`src/rtl/sordm5_ps2_matrix.sv`:
```
// PS/2 set-2 event stream to Sord M5 8x8 key matrix, plus RESET-key NMI pulse generator.
// Optional macro KBD_SHIFTLOCK_EN adds a CapsLock-driven shift-lock that reads as LSHIFT (r0c2).
module sordm5_ps2_matrix #(
  parameter int unsigned NMI_PULSE_CYCLES = 16,
  parameter logic [7:0]  RESET_KEY_CODE   = 8'h69
) (
  input  logic        clk_i,
  input  logic        reset_i,
  input  logic [10:0] ps2_key_i,
  input  logic [2:0]  key_row_i,
  output logic [7:0]  key_cols_o,
  output logic        any_key_o,
  output logic        reset_key_o,
  output logic        nmi_req_o
);

  localparam logic [7:0] NMI_LOAD = 8'(NMI_PULSE_CYCLES);

  // Stage 1: toggle-edge capture
  logic       init_q;
  logic       tog_q;
  logic       ev_valid_q;
  logic       ev_pressed_q;
  logic       ev_ext_q;
  logic [7:0] ev_code_q;

  // Stage 2: decoded event
  logic       dec_hit_q;
  logic       dec_rst_q;
  logic       dec_pressed_q;
  logic [5:0] dec_cell_q;

  // Stage 3: matrix and RESET-key state
  logic [7:0][7:0] matrix_q;
  logic            any_key_q;
  logic            reset_key_q;
  logic [7:0]      nmi_cnt_q;
  logic [7:0]      nmi_cnt_d;

  logic       lut_hit;
  logic [5:0] lut_cell;
  logic       is_rst_key;

`ifdef KBD_SHIFTLOCK_EN
  logic dec_caps_q;
  logic shift_lock_q;
  logic caps_held_q;
  logic is_caps;
  assign is_caps = !ev_ext_q && (ev_code_q == 8'h58);
`endif

  always_ff @(posedge clk_i or posedge reset_i) begin
    if (reset_i) begin
      init_q       <= 1'b0;
      tog_q        <= 1'b0;
      ev_valid_q   <= 1'b0;
      ev_pressed_q <= 1'b0;
      ev_ext_q     <= 1'b0;
      ev_code_q    <= 8'h00;
    end else begin
      // The first clock after reset only seeds the history, so no event is fabricated.
      init_q       <= 1'b1;
      tog_q        <= ps2_key_i[10];
      ev_valid_q   <= init_q && (ps2_key_i[10] != tog_q);
      ev_pressed_q <= ps2_key_i[9];
      ev_ext_q     <= ps2_key_i[8];
      ev_code_q    <= ps2_key_i[7:0];
    end
  end

  assign is_rst_key = ev_ext_q && (ev_code_q == RESET_KEY_CODE);

  // Cell encoding is octal {row, col}.
  always_comb begin
    lut_hit  = 1'b1;
    lut_cell = 6'o00;
    case ({ev_ext_q, ev_code_q})
      9'h014, 9'h114: lut_cell = 6'o00;
      9'h011, 9'h111: lut_cell = 6'o01;
      9'h012: lut_cell = 6'o02;
      9'h059: lut_cell = 6'o03;
      9'h076: lut_cell = 6'o04;
      9'h066: lut_cell = 6'o05;
      9'h029: lut_cell = 6'o06;
      9'h05A: lut_cell = 6'o07;
      9'h016: lut_cell = 6'o10;
      9'h01E: lut_cell = 6'o11;
      9'h026: lut_cell = 6'o12;
      9'h025: lut_cell = 6'o13;
      9'h02E: lut_cell = 6'o14;
      9'h036: lut_cell = 6'o15;
      9'h03D: lut_cell = 6'o16;
      9'h03E: lut_cell = 6'o17;
      9'h01C: lut_cell = 6'o20;
      9'h01B: lut_cell = 6'o21;
      9'h023: lut_cell = 6'o22;
      9'h02B: lut_cell = 6'o23;
      9'h034: lut_cell = 6'o24;
      9'h033: lut_cell = 6'o25;
      9'h03B: lut_cell = 6'o26;
      9'h042: lut_cell = 6'o27;
      9'h015: lut_cell = 6'o30;
      9'h01D: lut_cell = 6'o31;
      9'h024: lut_cell = 6'o32;
      9'h02D: lut_cell = 6'o33;
      9'h02C: lut_cell = 6'o34;
      9'h035: lut_cell = 6'o35;
      9'h03C: lut_cell = 6'o36;
      9'h043: lut_cell = 6'o37;
      9'h01A: lut_cell = 6'o40;
      9'h022: lut_cell = 6'o41;
      9'h021: lut_cell = 6'o42;
      9'h02A: lut_cell = 6'o43;
      9'h032: lut_cell = 6'o44;
      9'h031: lut_cell = 6'o45;
      9'h03A: lut_cell = 6'o46;
      9'h041: lut_cell = 6'o47;
      9'h046: lut_cell = 6'o50;
      9'h045: lut_cell = 6'o51;
      9'h04E: lut_cell = 6'o52;
      9'h055: lut_cell = 6'o53;
      9'h049: lut_cell = 6'o54;
      9'h04A: lut_cell = 6'o55;
      9'h05D: lut_cell = 6'o56;
      9'h00E: lut_cell = 6'o57;
      9'h044: lut_cell = 6'o60;
      9'h04D: lut_cell = 6'o61;
      9'h054: lut_cell = 6'o62;
      9'h05B: lut_cell = 6'o63;
      9'h04B: lut_cell = 6'o64;
      9'h04C: lut_cell = 6'o65;
      9'h052: lut_cell = 6'o66;
      9'h00D: lut_cell = 6'o67;
      9'h175: lut_cell = 6'o70;
      9'h172: lut_cell = 6'o71;
      9'h16B: lut_cell = 6'o72;
      9'h174: lut_cell = 6'o73;
      9'h005: lut_cell = 6'o74;
      9'h006: lut_cell = 6'o75;
      9'h004: lut_cell = 6'o76;
      9'h00C: lut_cell = 6'o77;
      default: lut_hit = 1'b0;
    endcase
  end

  always_ff @(posedge clk_i or posedge reset_i) begin
    if (reset_i) begin
      dec_hit_q     <= 1'b0;
      dec_rst_q     <= 1'b0;
      dec_pressed_q <= 1'b0;
      dec_cell_q    <= 6'o00;
`ifdef KBD_SHIFTLOCK_EN
      dec_caps_q    <= 1'b0;
`endif
    end else begin
      dec_hit_q     <= ev_valid_q && lut_hit && !is_rst_key;
      dec_rst_q     <= ev_valid_q && is_rst_key;
      dec_pressed_q <= ev_pressed_q;
      dec_cell_q    <= lut_cell;
`ifdef KBD_SHIFTLOCK_EN
      dec_caps_q    <= ev_valid_q && is_caps;
`endif
    end
  end

  // Only a fresh press on an idle counter starts a pulse; release never cuts it short.
  always_comb begin
    nmi_cnt_d = nmi_cnt_q;
    if (dec_rst_q && dec_pressed_q && !reset_key_q && (nmi_cnt_q == 8'd0))
      nmi_cnt_d = NMI_LOAD;
    else if (nmi_cnt_q != 8'd0)
      nmi_cnt_d = nmi_cnt_q - 8'd1;
  end

  always_ff @(posedge clk_i or posedge reset_i) begin
    if (reset_i) begin
      matrix_q    <= '0;
      any_key_q   <= 1'b0;
      reset_key_q <= 1'b0;
      nmi_cnt_q   <= 8'd0;
`ifdef KBD_SHIFTLOCK_EN
      shift_lock_q <= 1'b0;
      caps_held_q  <= 1'b0;
`endif
    end else begin
      if (dec_hit_q)
        matrix_q[dec_cell_q[5:3]][dec_cell_q[2:0]] <= dec_pressed_q;
      if (dec_rst_q)
        reset_key_q <= dec_pressed_q;
      nmi_cnt_q <= nmi_cnt_d;
`ifdef KBD_SHIFTLOCK_EN
      if (dec_caps_q) begin
        caps_held_q <= dec_pressed_q;
        if (dec_pressed_q && !caps_held_q)
          shift_lock_q <= !shift_lock_q;
      end
      any_key_q <= (|matrix_q) | shift_lock_q;
`else
      any_key_q <= |matrix_q;
`endif
    end
  end

  always_comb begin
    key_cols_o = matrix_q[key_row_i];
`ifdef KBD_SHIFTLOCK_EN
    if (shift_lock_q && (key_row_i == 3'd0))
      key_cols_o[2] = 1'b1;
`endif
  end

  assign any_key_o   = any_key_q;
  assign reset_key_o = reset_key_q;
  assign nmi_req_o   = (nmi_cnt_q != 8'd0);

endmodule

```
`config.mk`:
```
export PLATFORM = sky130hd
export DESIGN_NAME = sordm5_ps2_matrix
export DESIGN_NICKNAME = d
export VERILOG_FILES = /design/src/rtl/sordm5_ps2_matrix.sv
export SDC_FILE = /design/constraint.sdc
export NUM_CORES = 1
export LEC_CHECK = 0
export BUFFER_PORTS_ARGS = -buffer_cell sky130_fd_sc_hd__buf_2
export CAP_MARGIN = 20
export CORE_UTILIZATION = 36
export CTS_CLUSTER_DIAMETER = 50
export DETAILED_ROUTE_END_ITERATION = 10
export GPL_ROUTABILITY_DRIVEN = 0
export HOLD_SLACK_MARGIN = 0.15
export PLACE_DENSITY = 0.61
export SYNTH_ARGS = -nofsm -noshare
export SYNTH_HDL_FRONTEND = slang
export SYNTH_SLANG_ARGS = --single-unit
```
`constraint.sdc`:
```
create_clock -name clk_i -period 7.1 [get_ports clk_i]
set_clock_uncertainty 0.05 [all_clocks]
set_input_delay 1.065 -clock clk_i [delete_from_list [all_inputs] [get_ports clk_i]]
set_output_delay 1.065 -clock clk_i [all_outputs]
set_load 0.1 [all_outputs]
```
After elaboration in Yosys (flattened, before gate mapping) --
Cells that the tools add are included.
Word-level totals: register bits 96, input port bits 16, output and inout port bits 11, logic and storage cells 124
Cells by class: $add $sub $neg 1, $lt $le $gt $ge 5, eq/ne operators 68, mux-type cells 11, reductions and logical operators 18
Operator list (count):
- 6-bit one-hot mux with 63 select lines | 1
- 9-bit by 6-bit equality test with 1-bit output, second input constant | 23
- 9-bit by 7-bit equality test with 1-bit output, second input constant | 21
- 9-bit by 5-bit equality test with 1-bit output, second input constant | 10
- 66-bit OR reduction | 1
- 64-bit bitwise mux | 1
- 64-bit OR reduction | 1
- 9-bit equality test, second input constant | 6
- 8-bit 2-to-1 mux | 4
- 9-bit by 3-bit equality test with 1-bit output, second input constant | 3
- 9-bit by 4-bit equality test with 1-bit output, second input constant | 3
- 8-bit binary-select mux with 3-bit select | 1
- 8-bit demux with 3-bit select | 1
- 3-bit by 4-bit < comparator with 1-bit output, second input constant | 3
- 1-bit logical AND | 10
- 8-bit by 7-bit equality test with 1-bit output, second input constant | 1
- 8-bit zero test | 1
- 8-bit nonzero test | 1
- 8-bit by 1-bit subtractor with 8-bit output, second input constant | 1
- 3-bit by 1-bit greater-or-equal comparator with 1-bit output, second input constant | 2
- 1-bit demux with 3-bit select | 1
- 1-bit zero test | 2
- 1-bit 2-to-1 mux | 2
- 2-bit nonzero test | 1
- 2 further kinds | 2

Longest topological paths before layout --
depth after elaboration 7, gate-level depth with buffers 9, mapped depth without buffers 8

Worst setup path after synthesis --
Ideal clock, no wire load.
path type input to output, start input key_row_i[0], end output key_cols_o[0], arrival 2.787 ns, slack 3.198 ns, stages 4, path through clkbuf_1 -> buf_2 -> mux4_2 -> mux2_2
Between the ends: longest elaborated chain between the ends 2
Ends and longest elaborated chain:
- start: declaration | line 10 | input logic [2:0] key_row_i,
- 8-bit binary-select mux with 3-bit select | line 205 | key_cols_o = matrix_q[key_row_i];
- 8-bit 2-to-1 mux (implied by the code) | line 205
- end: declaration | line 11 | output logic [7:0] key_cols_o,
No other way between the ends. The select of a mux whose other input is x is not followed.

Final worst setup path --
start input key_row_i[0], end output key_cols_o[5]
Same word-level chain as after synthesis.

==> flow_metrics.tcl <==
set metrics [dict create \
    die_x_um 127 \
    routed_wl_um 14000 \
    status "finished, final reports clean" \
    n_fill_cell 1458 \
    netlist.area_leader.share_pct 42.5 \
    grtUsageTotal_pct 18.3 \
    post_drt_wl_per_cell_um 18.0 \
    rows 45 \
    placed_area_um2 5930 \
    finalMaxSlewViolations 0 \
    ios 27 \
    required_ns 5.98 \
    cts_made_buffers 9 \
    die_area_um2 16200 \
    drt_first_pass_iters 5 \
    yosysUniqueCellTypes 64 \
    end_kind "primary output" \
    cts_tree "built" \
    ys_top_cells_by_count "dfrtp_1 (96), mux2_2 (74), nand2_1 (61)" \
    die_y_um 127 \
    syn-num-nets 576 \
    vdd_drop_max_v 0.000106 \
    cts_hold_buf 0 \
    drv_cap 0 \
    cts.path.max_buffers 2 \
    drt-initial-drc-count 394 \
    min_period_ns 3.79 \
    gr-total-overflow 0 \
    diodes 0 \
    grt_pass1_wl_um 23000 \
    ant_nets 0 \
    grt_max_degree 82 \
    area_growth_pct 10.2 \
    cts_max_level 3 \
    cts.sinks 96 \
    top_layer "met4" \
    wl_met1_um 6060 \
    start_kind "input port" \
    hold_slack_ns 0.300 \
    maxSlewHeadroom_pct 37.2 \
    drive_gt1_share_pct 26.1 \
    grt_setup_unrepaired "false" \
    post_cts_buffers 0 \
    cts_root_buf "clkbuf_16" \
    synth-seq-cells 96 \
    synth_most_common_cell "dfrtp_1" \
    drc 0 \
    final-setup-viol-count 0 \
    synthCells 559 \
    min_path_type "flop to flop" \
    grt_pass1_vias 4361 \
    port_buffers 26 \
    vias 4519 \
    tns_ns 0 \
    yosysTopAreaCell "dfrtp_1" \
    worstPathArrival_ns 2.68 \
    seq_power_share_pct 49.2 \
    switching_share_pct 29.8 \
    hpwl_um 9900 \
    avgSynthCellArea_um2 10.1 \
    power.switching_mw 0.379 \
    clk_latency_ns 0.34 \
    dr_wl_met3_um 709 \
    fin_total_pwr_mw 1.27 \
    p_clk_share_pct 35.3 \
    p_int_mw 0.895 \
    clk_pin_slew_worst_paths_ns 0.06 \
    synth_warnings 0 \
    fin_nets 582 \
    path_max_fanout 16 \
    wl_met2_um 6860 \
    stdcell_area_um2 6230 \
    coreArea_um2 15300 \
    power_density_nw_per_um2 204 \
    synth_area_leaders "dfrtp_1 (42%), mux2_2 (15%), mux4_2 (6.4%)" \
    antenna_found_initial 0 \
    vias_per_cell 5.79 \
    syn_area_um2 5660 \
    worst-setup-path-type "input port to primary output" \
    p_leak_nw 2.73 \
    post_cts_resized 0 \
    pwr-share-comb_pct 15.5 \
    synth-edff-count 0 \
    synth-async-reset-ratio_pct 100 \
    post-route-period-util_pct 53.4 \
    start_util_pct 37.1 \
    ff_latch_area_um2 2400 \
    multi_input_area_um2 3060 \
    worst_pin_slew_ns 0.936 \
    final_util_pct 40.8 \
    fmax_mhz 264 \
    hold_viol 0 \
    synth_top_flop_cell "dfrtp_1" \
    yosysSeqAreaShare_pct 42.5 \
]
-- sequential cells by signal (all words and copies together) (netlist names), 6 cells and up --
| name | count |
|---|---|
| nmi_cnt_q | 8 |
| matrix_q | 64 |
| dec_cell_q | 6 |
| ev_code_q | 8 |
-- cell usage in the layout (no fill, tap or decap), drive strengths merged, types with 3 or more instances in the layout --
master / synthesis / final
a211oi: 3 / 3
a21o: 5 / 5
a21oi: 17 / 17
a22oi: 3 / 3
a31oi: 7 / 7
and2: 3 / 3
and3: 5 / 5
and3b: 6 / 6
buf: 11 / 33
clkbuf: 27 / 10
clkinvlp: 0 / 3
dfrtp: 96 / 96
inv: 7 / 8
mux2: 74 / 74
mux4: 16 / 16
nand2: 61 / 61
nand2b: 14 / 14
nand3: 16 / 16
nand3b: 3 / 3
nand4: 10 / 10
nand4b: 3 / 3
nor2: 53 / 53
nor2b: 10 / 10
nor3: 18 / 18
nor3b: 5 / 5
nor4: 20 / 20
nor4b: 3 / 3
o211ai: 4 / 4
o21ai: 10 / 10
o22ai: 3 / 3
or3: 6 / 6
or4: 5 / 5
xor2: 4 / 4
-- final cells by class --
cell class / instances / area share [%]
Sequential cell: 96 / 38.5
Timing Repair Buffer: 33 / 3.25
Tap cell: 211 / 4.24
Multi-Input combinational cell: 418 / 49.1
Clock buffer: 10 / 3.67
Clock inverter: 6 / 0.723
Inverter: 7 / 0.462
-- power groups by stage --
stage	sequential [mW]	combinational [mW]	clock [mW]
2_1_floorplan	0.642	0.143	0
3_3_place_gp	0.634	0.191	0
3_5_place_dp	0.637	0.196	0
4_1_cts	0.626	0.197	0.464
5_1_grt	0.633	0.218	0.482
6_report	0.627	0.198	0.449
-- worst paths after layout --
check                             start       endpoint  slack [ns]  cells after the start
hold reg to reg            ev_pressed_q  dec_pressed_q        0.30                      0
hold / removal             ev_pressed_q  dec_pressed_q        0.30                      0
setup / recovery           key_row_i[0]  key_cols_o[5]        3.31                      4
max in group asynchronous       reset_i   matrix_q[59]        5.53                      4
setup reg to reg           ev_code_q[4]      dec_hit_q        4.26                      6
min in group asynchronous       reset_i       ev_ext_q        0.58                      2
-- cell families after synthesis --
| family | share of synthesized area [%] |
|---|---|
| compound gates | 8.14 |
| xor+xnor | 0.929 |
| fa+ha+maj | 0.221 |
| buf+inv | 3.41 |
| flops | 42.5 |
| mux | 21.3 |
| other cells | 0.0663 |
| simple gates | 23.5 |
-- critical path: stages --
cell and delay [ns]:
buf_2 0.45, mux4_2 0.58, mux2_2 0.28, buf_2 0.29
-- through the flow --
step | std cells | setup WS, ns
floorplan | 559 | 3.20
global placement | 764 | 3.34
detailed placement | 764 | 3.28
finish | 781 | 3.31
CTS | 780 | 3.27
global route | 781 | 3.20
-- per-layer routing --
| layer | vias up | global-route usage, % |
|---|---|---|
| met5 | - | 0 |
| met4 | 0 | 7.91 |
| met3 | 32 | 3.60 |
| met2 | 176 | 29.3 |
| met1 | 2238 | 24.1 |
| li1 | 2073 | - |
No activity file was read; power rests on OpenSTA's default activity.
